### src/rtl/uart_rx_if.sv
// rtl/uart_rx_if.sv - line, tick and read-side bus bundle for the UART receiver
interface uart_rx_if #(
    parameter int DATA_BITS = 8
) ();
    logic                 brg_en;
    logic                 rxd;
    logic                 rd_ack;
    logic [DATA_BITS-1:0] rx_data;
    logic                 rda;
    logic                 frame_err;
    logic                 overrun;
    logic                 busy;

    modport master (
        output brg_en, rxd, rd_ack,
        input  rx_data, rda, frame_err, overrun, busy
    );

    modport slave (
        input  brg_en, rxd, rd_ack,
        output rx_data, rda, frame_err, overrun, busy
    );
endinterface

### src/rtl/uart_rx.sv
// rtl/uart_rx.sv - oversampling UART receiver: sync, start detect, mid-bit sampling, stop check
module uart_rx #(
    parameter int DATA_BITS   = 8,
    parameter int OVERSAMPLE  = 16,
    parameter int SYNC_STAGES = 2
) (
    input  logic     clk,
    input  logic     rst,
    uart_rx_if.slave bus
);
    localparam int CW = $clog2(OVERSAMPLE);
    localparam int BW = $clog2(DATA_BITS);
    localparam logic [CW-1:0] HALF_CNT = CW'(OVERSAMPLE / 2 - 1);
    localparam logic [CW-1:0] FULL_CNT = CW'(OVERSAMPLE - 1);
    localparam logic [BW-1:0] LAST_BIT = BW'(DATA_BITS - 1);

    typedef enum logic [2:0] {
        S_IDLE,
        S_START,
        S_DATA,
        S_STOP,
        S_BREAK
    } state_t;

    state_t               state;
    state_t               state_nx;
    logic [SYNC_STAGES-1:0] sync;
    logic                 rxd_s;
    logic [CW-1:0]        tick_cnt;
    logic [BW-1:0]        bit_cnt;
    logic [DATA_BITS-1:0] shift;
    logic [DATA_BITS-1:0] rx_data_q;
    logic                 rda_q;
    logic                 ferr_q;
    logic                 ovr_q;
    logic                 cnt_inc;
    logic                 cnt_clr;
    logic                 shift_en;
    logic                 load;

    assign rxd_s = sync[SYNC_STAGES-1];

    always_comb begin
        state_nx = state;
        cnt_inc  = 1'b0;
        cnt_clr  = 1'b0;
        shift_en = 1'b0;
        load     = 1'b0;
        case (state)
            S_IDLE: begin
                if (!rxd_s) state_nx = S_START;
            end
            S_START: begin
                // a start bit still low at its middle is genuine; otherwise a glitch
                if (bus.brg_en) begin
                    if (tick_cnt == HALF_CNT) state_nx = rxd_s ? S_IDLE : S_DATA;
                    else                      cnt_inc  = 1'b1;
                end
            end
            S_DATA: begin
                if (bus.brg_en) begin
                    if (tick_cnt == FULL_CNT) begin
                        shift_en = 1'b1;
                        cnt_clr  = 1'b1;
                        if (bit_cnt == LAST_BIT) state_nx = S_STOP;
                    end else begin
                        cnt_inc = 1'b1;
                    end
                end
            end
            S_STOP: begin
                if (bus.brg_en) begin
                    if (tick_cnt == FULL_CNT) begin
                        load     = 1'b1;
                        state_nx = rxd_s ? S_IDLE : S_BREAK;
                    end else begin
                        cnt_inc = 1'b1;
                    end
                end
            end
            S_BREAK: begin
                if (rxd_s) state_nx = S_IDLE;
            end
            default: state_nx = S_IDLE;
        endcase
    end

    always_ff @(posedge clk or negedge rst) begin
        if (!rst) begin
            state    <= S_IDLE;
            sync     <= '1;
            tick_cnt <= '0;
            bit_cnt  <= '0;
            shift    <= '0;
        end else begin
            state <= state_nx;
            sync  <= {sync[SYNC_STAGES-2:0], bus.rxd};
            if (state_nx != state || cnt_clr) tick_cnt <= '0;
            else if (cnt_inc)                 tick_cnt <= tick_cnt + CW'(1);
            if (state != S_DATA) bit_cnt <= '0;
            else if (shift_en)   bit_cnt <= bit_cnt + BW'(1);
            if (shift_en) shift <= {rxd_s, shift[DATA_BITS-1:1]};
        end
    end

    // a load in the same cycle as a read keeps the flag up: the old byte was consumed
    always_ff @(posedge clk or negedge rst) begin
        if (!rst) begin
            rx_data_q <= '0;
            rda_q     <= 1'b0;
            ferr_q    <= 1'b0;
            ovr_q     <= 1'b0;
        end else if (load) begin
            rx_data_q <= shift;
            ferr_q    <= ~rxd_s;
            rda_q     <= 1'b1;
            ovr_q     <= rda_q & ~bus.rd_ack;
        end else if (bus.rd_ack) begin
            rda_q <= 1'b0;
            ovr_q <= 1'b0;
        end
    end

    assign bus.rx_data   = rx_data_q;
    assign bus.rda       = rda_q;
    assign bus.frame_err = ferr_q;
    assign bus.overrun   = ovr_q;
    assign bus.busy      = (state != S_IDLE);
endmodule

### src/flat_wrapper.sv
// flat-port wrapper written by rule: the top's interface ports become plain ports
module uart_rx_flat 
#(
    parameter int DATA_BITS   = 8,
    parameter int OVERSAMPLE  = 16,
    parameter int SYNC_STAGES = 2
)
  (clk, rst, bus_brg_en, bus_rxd, bus_rd_ack, bus_rx_data, bus_rda, bus_frame_err, bus_overrun, bus_busy);
  uart_rx_if #(.DATA_BITS(DATA_BITS)) bus_i ();
  input  logic clk;
  input  logic rst;
  input wire logic [$bits(bus_i.brg_en)-1:0] bus_brg_en;
  input wire logic [$bits(bus_i.rxd)-1:0] bus_rxd;
  input wire logic [$bits(bus_i.rd_ack)-1:0] bus_rd_ack;
  output wire logic [$bits(bus_i.rx_data)-1:0] bus_rx_data;
  output wire logic [$bits(bus_i.rda)-1:0] bus_rda;
  output wire logic [$bits(bus_i.frame_err)-1:0] bus_frame_err;
  output wire logic [$bits(bus_i.overrun)-1:0] bus_overrun;
  output wire logic [$bits(bus_i.busy)-1:0] bus_busy;
  assign bus_i.brg_en = bus_brg_en;
  assign bus_i.rxd = bus_rxd;
  assign bus_i.rd_ack = bus_rd_ack;
  assign bus_rx_data = bus_i.rx_data;
  assign bus_rda = bus_i.rda;
  assign bus_frame_err = bus_i.frame_err;
  assign bus_overrun = bus_i.overrun;
  assign bus_busy = bus_i.busy;
  uart_rx #(.DATA_BITS(DATA_BITS), .OVERSAMPLE(OVERSAMPLE), .SYNC_STAGES(SYNC_STAGES)) u_core (.clk(clk), .rst(rst), .bus(bus_i));
endmodule
### config.mk
export PLATFORM = sky130hd
export DESIGN_NAME = uart_rx_flat
export DESIGN_NICKNAME = d
export VERILOG_FILES = /design/src/rtl/uart_rx_if.sv /design/src/rtl/uart_rx.sv /design/src/flat_wrapper.sv
export SDC_FILE = /design/constraint.sdc
export NUM_CORES = 1
export LEC_CHECK = 0
export BUFFER_PORTS_ARGS = -buffer_cell sky130_fd_sc_hd__buf_4
export CAP_MARGIN = 20
export CORE_ASPECT_RATIO = 0.6
export CORE_MARGIN = 8
export CORE_UTILIZATION = 56
export DETAILED_ROUTE_END_ITERATION = 10
export PLACE_DENSITY = 0.77
export SLEW_MARGIN = 20
export SYNTH_ARGS = -nofsm -noshare
export SYNTH_HDL_FRONTEND = slang
export SYNTH_SLANG_ARGS = --single-unit
### constraint.sdc
create_clock -name clk -period 2.08 [get_ports clk]
set_clock_uncertainty 0.1 [all_clocks]
set_input_delay 0.416 -clock clk [delete_from_list [all_inputs] [get_ports clk]]
set_output_delay 0.416 -clock clk [all_outputs]
set_load 0.005 [all_outputs]
==> run metrics <==
Worst Tran Pin Value 0.408 ns; Worst-path clk slew 0.06 ns; Power Density 906 nW/µm²; Root Buffer clkbuf_8; number of I/O port buffers 16; die height 55.1 µm; flop and latch count out of synthesis 31; Routed wire per std cell 15.2 µm; row count 14; first-pass GRT wire length 4.87 mm; largest net degree at the start of global routing 32; Layout area overhead 14.3%; Peak Freq 535 MHz; Slew headroom 72.8%; chip width 81.2 µm; largest family of logic cells by synthesized area simple AND/OR/NAND/NOR gates; mux share of post-synthesis cell area 6.32%; crit start category flop; Nets 158; setup_tns 0 ns; number of top-level pins 17; # Post-CTS Setup Buffers 0; most common cell after layout, fill and taps aside nand2_1; initial antenna violation count 0; Routability Congestion 0.740; status finished, final reports clean; RSZ-0062 raised after global routing no; drt initial violations 91; TritonRoute pass-1 iters 4; HP Class in -> reg; Initial Util 57.8%; Compound-Gate Fraction of Synth Area 9.47%; GRT overflow 0; Gate Count Post-Synth 133; most frequent cells in the layout 34 x nand2_1, 29 x dfrtp_1, 17 x buf_4; Clock Sinks 31; Arr. time, crit path 1.35 ns; clk_lat worst skew 0.28 ns; htree depth 2; Post-Syn Area 1430 µm²; Syn Nets 141; Antenna Violating Nets Remaining 0; vias in the first global route 1,067; register area share after synthesis 54.6%; CTS Buf Count 5; CP Max Fanout 13; PostCTS Resize Cnt 0; Max VDD drop 0.451 mV; die area 4470 µm²; Final setup viols 0; Final Power 1480 µW; Inserted Diodes 0; CTS tree done; Pleak 0.000796 µW; Clock Path Buffers 2; crit path kind reg -> out; synth unique cells 35; synthesized-area fraction occupied by xor and xnor cells 1.23%; Max Slew Vio Count 0; Tmin final 1.87 ns; Post-Synth Simple-Gate Area 21.2%; Final Hold Viols 0; Vias/cell 5.52; Remaining DRCs 0; largest cells by area after synthesis dfrtp_1 51%, nand2_1 8.9%, mux2_2 6.3%, dfstp_2 3.7%, ha_1 2.6%; Syn Area/Cell 10.7 µm²; WP data required 1.56 ns; Final Cycle Share 89.8%; Synth top area share 50.9%; Post-DP HPWL 1.98 mm; Detailed Route WL 2.78 mm; Tot GR Track Use 14.9%; Worst setup EP type primary output; total number of vias 1,011; share of cells above drive strength 1 27.8%; post-synthesis adder-cell area fraction 2.63%; Yosys top cell by area dfrtp_1; CORE AREA 2470 µm²; Synth Warn # 0; # Max-Cap Violations 0
sequential cells by signal (all words and copies together), names as in the netlist, 2 cells and up:
register	cells
u_core.bus.rx_data	8
u_core.tick_cnt	4
u_core.bit_cnt	3
u_core.state	3
u_core.shift	8
u_core.sync	2
cells by family (layout without fill, tap and decap cells):
kind of cell / after synthesis / after routing
adder cells (fa/ha/maj): 3 / 3
AO/OA/AOI/OAI: 21 / 21
AND/OR/NAND/NOR: 58 / 58
XOR/XNOR: 2 / 2
flip-flops: 31 / 31
multiplexers: 8 / 8
buffers and inverters: 10 / 28
cell usage after synthesis, drive strengths merged:
library cell	n
nand2	34
dfrtp	29
a21oi	9
buf	8
mux2	8
nor2	7
o21ai	4
ha	3
nand4	3
dfstp	2
inv	2
nand2b	2
nand3b	2
o22ai	2
o31ai	2
or3	2
or4	2
a211oi	1
a21o	1
a221o	1
a41o	1
and2	1
and4	1
and4b	1
nand3	1
nand4b	1
or3b	1
xnor2	1
xor2	1
repair_timing:
action	in CTS	in global routing
endpoints found under the hold margin	29	0
endpoints found under the setup margin	0	0
hold buffers	1	0
worst max-delay path: stages (launching register included):
cell,delay (ns)
dfrtp_1,0.52
or3_1,0.41
buf_4,0.14
layout make-up:
cell class                      instances  area, µm²
Tap cell                               32       40.0
Inverter                                2       7.51
Timing Repair Buffer                   18        138
Clock buffer                            5       68.8
Sequential cell                        31        778
Multi-Input combinational cell         92        583
Clock inverter                          3       15.0
Fill cell                             202        840
per-layer routing:
metal | vias up | wire, µm | track usage, %
met5 | - | 0 | 0
met4 | 0 | 84 | 9.71
met3 | 10 | 167 | 5.81
met2 | 29 | 1210 | 22.6
met1 | 477 | 1310 | 17.7
li1 | 495 | - | -
power by group:
group / total, µW / switching (µW) / internal (µW)
registers: 773 / 112 / 661
clock network: 446 / 218 / 228
logic: 257 / 127 / 129
path summary, 6_finish.rpt:
| kind | cells after the start | slack [ns] | to | from |
|---|---|---|---|---|
| setup / recovery | 2 | 0.21 | bus_busy | u_core.state[1]$_DFF_PN0_ |
| hold / removal | 1 | 0.14 | u_core.sync[0]$_DFF_PN1_ | bus_rxd |
| setup reg to reg | 5 | 0.21 | u_core.bus.overrun$_DFFE_PN0P_ | u_core.tick_cnt[0]$_DFFE_PN0P_ |
| hold reg to reg | 0 | 0.26 | u_core.sync[1]$_DFF_PN1_ | u_core.sync[0]$_DFF_PN1_ |
| max in group asynchronous | 2 | 1.07 | u_core.sync[1]$_DFF_PN1_ | rst |
| min in group asynchronous | 2 | 0.50 | u_core.shift[6]$_DFFE_PN0P_ | rst |
through the flow:
step / instances / area, µm² / setup slack [ns] / utilization (%) / hold slack, ns
3_5_place_dp: 174 / 1540 / 0.224 / 62.2 / 0.251
3_3_place_gp: 174 / 1540 / 0.309 / 62.2 / 0.247
5_1_grt: 183 / 1630 / 0.0780 / 66.0 / 0.134
4_1_cts: 183 / 1630 / 0.209 / 66.0 / 0.141
2_1_floorplan: 133 / 1430 / 0.403 / - / 0.0204
6_report: 183 / 1630 / 0.212 / 66.0 / 0.143
(Power assumes the default switching activity.)
